$ cat src/rtl/i2c_target.sv
// I2C target responder with a register-pointer interface to a local register file.
// A write transaction loads the pointer from its first data byte and then writes
// the following bytes with pointer auto-increment. A read streams register bytes
// back, also auto-incrementing.
//
// Ports:
//   clock     system clock (at least 20x the SCL rate)
//   reset     asynchronous active-low reset
//   sda_read  raw SDA line level (synchronized internally)
//   scl_read  raw SCL line level (synchronized internally)
//   sda_out   SDA drive: 0 pulls low, 1 releases
//   reg_addr  current register pointer
//   wr_data   write byte, valid while wr_en is high
//   wr_en     one-cycle write strobe
//   rd_req    one-cycle read request for reg_addr
//   rd_data   register contents, valid the cycle after rd_req
//   busy      high from a matched address until STOP or an address mismatch
module i2c_target #(
  parameter logic [6:0]  DEV_ADDR    = 7'h1A,
  parameter int unsigned DRIVE_DELAY = 4
) (
  input  logic       clock,
  input  logic       reset,
  input  logic       sda_read,
  input  logic       scl_read,
  output logic       sda_out,
  output logic [7:0] reg_addr,
  output logic [7:0] wr_data,
  output logic       wr_en,
  output logic       rd_req,
  input  logic [7:0] rd_data,
  output logic       busy
);

  localparam int unsigned DlyW = (DRIVE_DELAY < 2) ? 1 : $clog2(DRIVE_DELAY + 1);
  localparam logic [DlyW-1:0] DlyLoad = DlyW'((DRIVE_DELAY == 0) ? 0 : DRIVE_DELAY - 1);

  typedef enum logic [3:0] {
    StIdle, StAddr, StAddrAck, StPtr, StPtrAck,
    StWdata, StWdataAck, StRdata, StRack, StWaitStop
  } state_e;

  // Line synchronizers and previous synchronized values for edge detection
  logic sda_s1_q, sda_s2_q, scl_s1_q, scl_s2_q, sda_prev_q, scl_prev_q;

  state_e          state_q, state_d;
  logic [2:0]      bit_cnt_q, bit_cnt_d;
  logic [7:0]      shift_q, shift_d;
  logic            byte_full_q, byte_full_d;
  logic            ack_on_q, ack_on_d;
  logic [7:0]      tx_q, tx_d;
  logic            rd_latch_q, rd_latch_d;
  logic            pend_q, pend_d;
  logic            pend_val_q, pend_val_d;
  logic [DlyW-1:0] dly_q, dly_d;
  logic            sda_out_q, sda_out_d;
  logic [7:0]      reg_addr_q, reg_addr_d;
  logic [7:0]      wr_data_q, wr_data_d;
  logic            wr_en_q, wr_en_d;
  logic            rd_req_q, rd_req_d;
  logic            busy_q, busy_d;

  logic       scl_rise, scl_fall, start_det, stop_det;
  logic [7:0] byte_in;
  logic       sched, sched_val;

  assign scl_rise  = scl_s2_q & ~scl_prev_q;
  assign scl_fall  = ~scl_s2_q & scl_prev_q;
  assign start_det = scl_s2_q & scl_prev_q & sda_prev_q & ~sda_s2_q;
  assign stop_det  = scl_s2_q & scl_prev_q & ~sda_prev_q & sda_s2_q;
  assign byte_in   = {shift_q[6:0], sda_s2_q};

  always_comb begin
    state_d     = state_q;
    bit_cnt_d   = bit_cnt_q;
    shift_d     = shift_q;
    byte_full_d = byte_full_q;
    ack_on_d    = ack_on_q;
    tx_d        = tx_q;
    rd_latch_d  = rd_req_q;
    pend_d      = pend_q;
    pend_val_d  = pend_val_q;
    dly_d       = dly_q;
    sda_out_d   = sda_out_q;
    reg_addr_d  = reg_addr_q;
    wr_data_d   = wr_data_q;
    wr_en_d     = 1'b0;
    rd_req_d    = 1'b0;
    busy_d      = busy_q;
    sched       = 1'b0;
    sched_val   = 1'b1;

    // Register file answers one cycle after rd_req
    if (rd_latch_q) tx_d = rd_data;

    // Delayed SDA update: holds data for DRIVE_DELAY cycles after SCL falls
    if (pend_q) begin
      if (dly_q == '0) begin
        sda_out_d = pend_val_q;
        pend_d    = 1'b0;
      end else begin
        dly_d = dly_q - DlyW'(1);
      end
    end

    if (start_det || stop_det) begin
      state_d     = start_det ? StAddr : StIdle;
      bit_cnt_d   = '0;
      byte_full_d = 1'b0;
      ack_on_d    = 1'b0;
      pend_d      = 1'b0;
      sda_out_d   = 1'b1;
      if (stop_det) busy_d = 1'b0;
    end else begin
      unique case (state_q)
        StIdle, StWaitStop: ;
        StAddr: begin
          if (scl_rise) begin
            shift_d   = byte_in;
            bit_cnt_d = bit_cnt_q + 3'd1;
            if (bit_cnt_q == 3'd7) begin
              bit_cnt_d = '0;
              // General call (7'h00) is never acknowledged
              if (byte_in[7:1] == DEV_ADDR && byte_in[7:1] != 7'h00) begin
                state_d  = StAddrAck;
                busy_d   = 1'b1;
                ack_on_d = 1'b0;
              end else begin
                state_d = StWaitStop;
                busy_d  = 1'b0;
              end
            end
          end
        end
        StAddrAck: begin
          // shift_q[0] still holds the R/W bit of the address byte
          if (scl_fall) begin
            if (!ack_on_q) begin
              sched     = 1'b1;
              sched_val = 1'b0;
              ack_on_d  = 1'b1;
            end else begin
              ack_on_d  = 1'b0;
              bit_cnt_d = '0;
              sched     = 1'b1;
              if (shift_q[0]) begin
                state_d   = StRdata;
                sched_val = tx_q[7];
              end else begin
                state_d   = StPtr;
                sched_val = 1'b1;
              end
            end
          end else if (scl_rise && ack_on_q && shift_q[0]) begin
            rd_req_d = 1'b1;
          end
        end
        StPtr, StWdata: begin
          if (scl_rise) begin
            shift_d   = byte_in;
            bit_cnt_d = bit_cnt_q + 3'd1;
            if (bit_cnt_q == 3'd7) begin
              bit_cnt_d = '0;
              ack_on_d  = 1'b0;
              if (state_q == StPtr) begin
                state_d = StPtrAck;
              end else begin
                state_d   = StWdataAck;
                wr_data_d = byte_in;
                wr_en_d   = 1'b1;
              end
            end
          end
        end
        StPtrAck, StWdataAck: begin
          if (scl_fall) begin
            sched = 1'b1;
            if (!ack_on_q) begin
              sched_val = 1'b0;
              ack_on_d  = 1'b1;
              if (state_q == StPtrAck) reg_addr_d = shift_q;
            end else begin
              sched_val = 1'b1;
              ack_on_d  = 1'b0;
              state_d   = StWdata;
              if (state_q == StWdataAck) reg_addr_d = reg_addr_q + 8'd1;
            end
          end
        end
        StRdata: begin
          if (scl_rise) begin
            bit_cnt_d = bit_cnt_q + 3'd1;
            if (bit_cnt_q == 3'd7) begin
              bit_cnt_d   = '0;
              byte_full_d = 1'b1;
            end
          end else if (scl_fall) begin
            sched = 1'b1;
            if (byte_full_q) begin
              byte_full_d = 1'b0;
              sched_val   = 1'b1;
              reg_addr_d  = reg_addr_q + 8'd1;
              state_d     = StRack;
            end else begin
              // ~bit_cnt_q selects bit 7 down to 0 as the count advances
              sched_val = tx_q[~bit_cnt_q];
            end
          end
        end
        StRack: begin
          if (scl_rise) begin
            if (!sda_s2_q) begin
              rd_req_d  = 1'b1;
              bit_cnt_d = '0;
              state_d   = StRdata;
            end else begin
              state_d = StWaitStop;
            end
          end
        end
        default: state_d = StIdle;
      endcase
    end

    if (sched) begin
      pend_d     = 1'b1;
      pend_val_d = sched_val;
      dly_d      = DlyLoad;
    end
  end

  always_ff @(posedge clock or negedge reset) begin
    if (!reset) begin
      sda_s1_q    <= 1'b1;
      sda_s2_q    <= 1'b1;
      scl_s1_q    <= 1'b1;
      scl_s2_q    <= 1'b1;
      sda_prev_q  <= 1'b1;
      scl_prev_q  <= 1'b1;
      state_q     <= StIdle;
      bit_cnt_q   <= '0;
      shift_q     <= '0;
      byte_full_q <= 1'b0;
      ack_on_q    <= 1'b0;
      tx_q        <= '0;
      rd_latch_q  <= 1'b0;
      pend_q      <= 1'b0;
      pend_val_q  <= 1'b1;
      dly_q       <= '0;
      sda_out_q   <= 1'b1;
      reg_addr_q  <= '0;
      wr_data_q   <= '0;
      wr_en_q     <= 1'b0;
      rd_req_q    <= 1'b0;
      busy_q      <= 1'b0;
    end else begin
      sda_s1_q    <= sda_read;
      sda_s2_q    <= sda_s1_q;
      scl_s1_q    <= scl_read;
      scl_s2_q    <= scl_s1_q;
      sda_prev_q  <= sda_s2_q;
      scl_prev_q  <= scl_s2_q;
      state_q     <= state_d;
      bit_cnt_q   <= bit_cnt_d;
      shift_q     <= shift_d;
      byte_full_q <= byte_full_d;
      ack_on_q    <= ack_on_d;
      tx_q        <= tx_d;
      rd_latch_q  <= rd_latch_d;
      pend_q      <= pend_d;
      pend_val_q  <= pend_val_d;
      dly_q       <= dly_d;
      sda_out_q   <= sda_out_d;
      reg_addr_q  <= reg_addr_d;
      wr_data_q   <= wr_data_d;
      wr_en_q     <= wr_en_d;
      rd_req_q    <= rd_req_d;
      busy_q      <= busy_d;
    end
  end

  assign sda_out  = sda_out_q;
  assign reg_addr = reg_addr_q;
  assign wr_data  = wr_data_q;
  assign wr_en    = wr_en_q;
  assign rd_req   = rd_req_q;
  assign busy     = busy_q;

endmodule

$ cat config.mk
export PLATFORM = sky130hd
export DESIGN_NAME = i2c_target
export DESIGN_NICKNAME = d
export VERILOG_FILES = /design/src/rtl/i2c_target.sv
export SDC_FILE = /design/constraint.sdc
export NUM_CORES = 1
export LEC_CHECK = 0
export CAP_MARGIN = 20
export CORE_ASPECT_RATIO = 0.75
export CORE_UTILIZATION = 30
export DETAILED_ROUTE_END_ITERATION = 7
export RECOVER_POWER = 25
export SYNTH_ARGS = -nofsm -noshare
export SYNTH_HDL_FRONTEND = slang
export SYNTH_SLANG_ARGS = --single-unit
$ cat constraint.sdc
create_clock -name clock -period 3.7 [get_ports clock]
set_clock_uncertainty 0.05 [all_clocks]
set_input_delay 0.37 -clock clock [delete_from_list [all_inputs] [get_ports clock]]
set_output_delay 0.37 -clock clock [all_outputs]
set_load 0.05 [all_outputs]
==> impl_metrics.toml <==
[synth]
synth_cells = 293
yosys.cell_types.count = 57
yosysTopAreaCell = "dfrtp_1"
synth_top_area_share_pct = 40.51
synth.yosys.seq_area_share_pct = 47.46
synth_seq_cells = 57
ys.flop_type = "dfrtp_1"
async_flop_share_pct = 100.0
syn_area_per_cell_um2 = 10.33
synth_area_um2 = 3027
yosys_warnings = 0
synth_edf_count = 0
synth.area.top_cells = "dfrtp_1, mux2_2, dfstp_2"
syn_nets = 313

[global_route]
grt_start_max_net_pins = 32
antenna_found_initial = 0
grt_util_all_layers_pct = 13.70
grt_pass1_vias = 2183
overflow = 0
grt_pass1_wl_mm = 11.14

[setup_path]
cp.arrival_ps = 2760
critPathLaunchType = "flip-flop"
critical_path_class = "reg2reg"
critical_path.top_delay_family = "simple AND/OR/NAND/NOR gates"
critPathBufInv = 1
r2r-end = "state_q[0]"
slowest_delay_ps = 560
worst_ep_required_time_ps = 3900
rr_startpoint = "scl_prev_q"
critPathMaxFanout = 11
r2r_cells = 7
crit_path_cell_trace = "inv_1, ha_1, nand2b_1, a311oi_1, o211ai_1, or4_1, nand4_1"
critPathCaptureType = "flip-flop"
r2r_slack_ps = 1140
slowest_stage = "or4_1"

[cts]
numCtsBuffers = 9
cts_sinks = 57
cts-root-buf = "clkbuf_16"
post_cts_buffers = 0
insertion_delay_ps = 320
cts_htree_levels = 3
post_cts_resized = 0
cts_tree = "yes"
clockBufferDepth = 2
cts.reportedPaths.clkPinSlew_ps = 50
hold_buffers = 0

[outcome]
outcome = "finished, final reports clean"

[floorplan]
die_w_um = 118.0
die_h_um = 88.99
io_pins = 32
initial_core_util_pct = 31.09
core_area_um2 = 9736
dieArea_um2 = 10500
row_count = 31

[sta]
hold_viol = 0
slew_headroom_pct = 2.137
maxSlewViolCount = 0
tns_ps = 0
period_minus_slack_ps = 2558
setup_viol_count_final = 0
tightest_slew_ps = 1468
rsz0062_at_grt = "false"
period_share_pct = 69.12
fmax_mhz = 391.0

[finish]
num_antenna_cells = 0
final_common_cell = "dfrtp_1"
area_growth_syn_to_layout_pct = 24.68
drive_gt1_share_pct = 17.68
nets = 343
final_cell_mix = "dfrtp_1, clkdlybuf4s50_1, nand2_1"
fin_area_um2 = 3774
fillerInstances = 976

[hold_path]
hp-start = "sda_s1_q"
holdPathStages = 0
hp-class = "reg2reg"
hold-path-endpoint = "sda_s2_q"

[place]
place_area_um2 = 3446
gp_congestion = 0.8866
hpwlAfterDp_mm = 4.701
io_buffers = 31

[power]
p_per_area_nw_per_um2 = 779.6
peakVddDrop_v = 0.0002631
p_leak_nw = 1.633

[routing]
drt_iter0_drc = 160
dr_total_vias = 2432
wl_mm = 6.696
drc_errors = 0
viasPerCell = 5.287
routedWlPerCell_um = 14.56
dr.pass1.iters = 5
antenna_left = 0

[flow_run]
cap_violations = 0
stage by stage:
stage	setup slack [ps]	std cells	power, mW	utilization [%]	hold WS [ps]
final	1142	460	2.942	38.76	309.6
after global placement	1307	444	2.023	35.39	295.4
after CTS	1177	460	2.958	38.77	22.59
after floorplan	1465	293	1.770	-	24.41
after detailed placement	1196	444	2.036	35.39	297.9
after global routing	1009	460	3.130	38.76	322.1
final cells by class:
type                    count  area [um2]  area share [%]
multi-input cells         213        1494           39.59
clock inverters             6       90.09           2.387
repair buffers             32       311.5           8.256
well taps                 132       165.2           4.377
clock buffers              10       239.0           6.333
flip-flops and latches     57        1436           38.06
inverters                  10       37.54          0.9947
metal layers:
metal	track usage [%]	wire [um]
met3	4.592	408
met2	19.30	2859
met5	0	0
met1	19.29	3332
met4	5.361	95
worst reg2reg max path, cell delays in order, from the launching register on:
cell	delay (ps)
dfstp_2	540
inv_1	40
ha_1	290
nand2b_1	220
a311oi_1	390
o211ai_1	290
or4_1	560
nand4_1	100
state kept, by name (all words and copies together) (netlist names), 3 cells and up:
signal,cells
dly_q,3
state_q,4
wr_data,8
shift_q,8
tx_q,8
bit_cnt_q,3
reg_addr,8
cell usage after synthesis (3+ instances only):
| cell | number |
|---|---|
| nand4_1 | 4 |
| ha_1 | 8 |
| nand2b_1 | 6 |
| clkbuf_1 | 7 |
| nand3_1 | 6 |
| buf_2 | 5 |
| o22a_1 | 3 |
| xnor2_1 | 4 |
| a21oi_1 | 20 |
| a31oi_1 | 5 |
| dfstp_2 | 8 |
| nor2_1 | 17 |
| dfrtp_1 | 49 |
| nor2b_1 | 3 |
| mux2_2 | 24 |
| nor3_1 | 10 |
| nand2_1 | 25 |
| or2_2 | 3 |
| inv_1 | 10 |
| o21ai_0 | 19 |
| o211ai_1 | 4 |
| nor4_1 | 5 |
| and3_1 | 3 |
logic make-up after synthesis:
kind of cell | synth area share, %
XOR/XNOR | 1.736
adder cells (fa/ha/maj) | 3.307
buffers and inverters | 3.183
AO/OA/AOI/OAI | 14.88
flip-flops | 47.46
AND/OR/NAND/NOR | 18.35
multiplexers | 11.08
how the worst max path moves through the flow:
stage	depth (start not counted)	start	endpoint	slack, ps
CTS	7	scl_prev_q	state_q[0]	1180
global route	7	scl_prev_q	reg_addr[4]	1010
detailed placement	7	scl_prev_q	state_q[0]	1200
global placement	7	scl_prev_q	state_q[0]	1310
finish	7	scl_prev_q	state_q[0]	1140
floorplan	7	scl_s2_q	state_q[0]	1460
power by group:
group	leakage, nW	switching [mW]	internal (mW)
registers	0.742	0.265	0.773
clock network	0.159	0.287	0.609
logic	0.732	0.568	0.440
total	1.63	1.12	1.82
(Power assumes the default switching activity.)
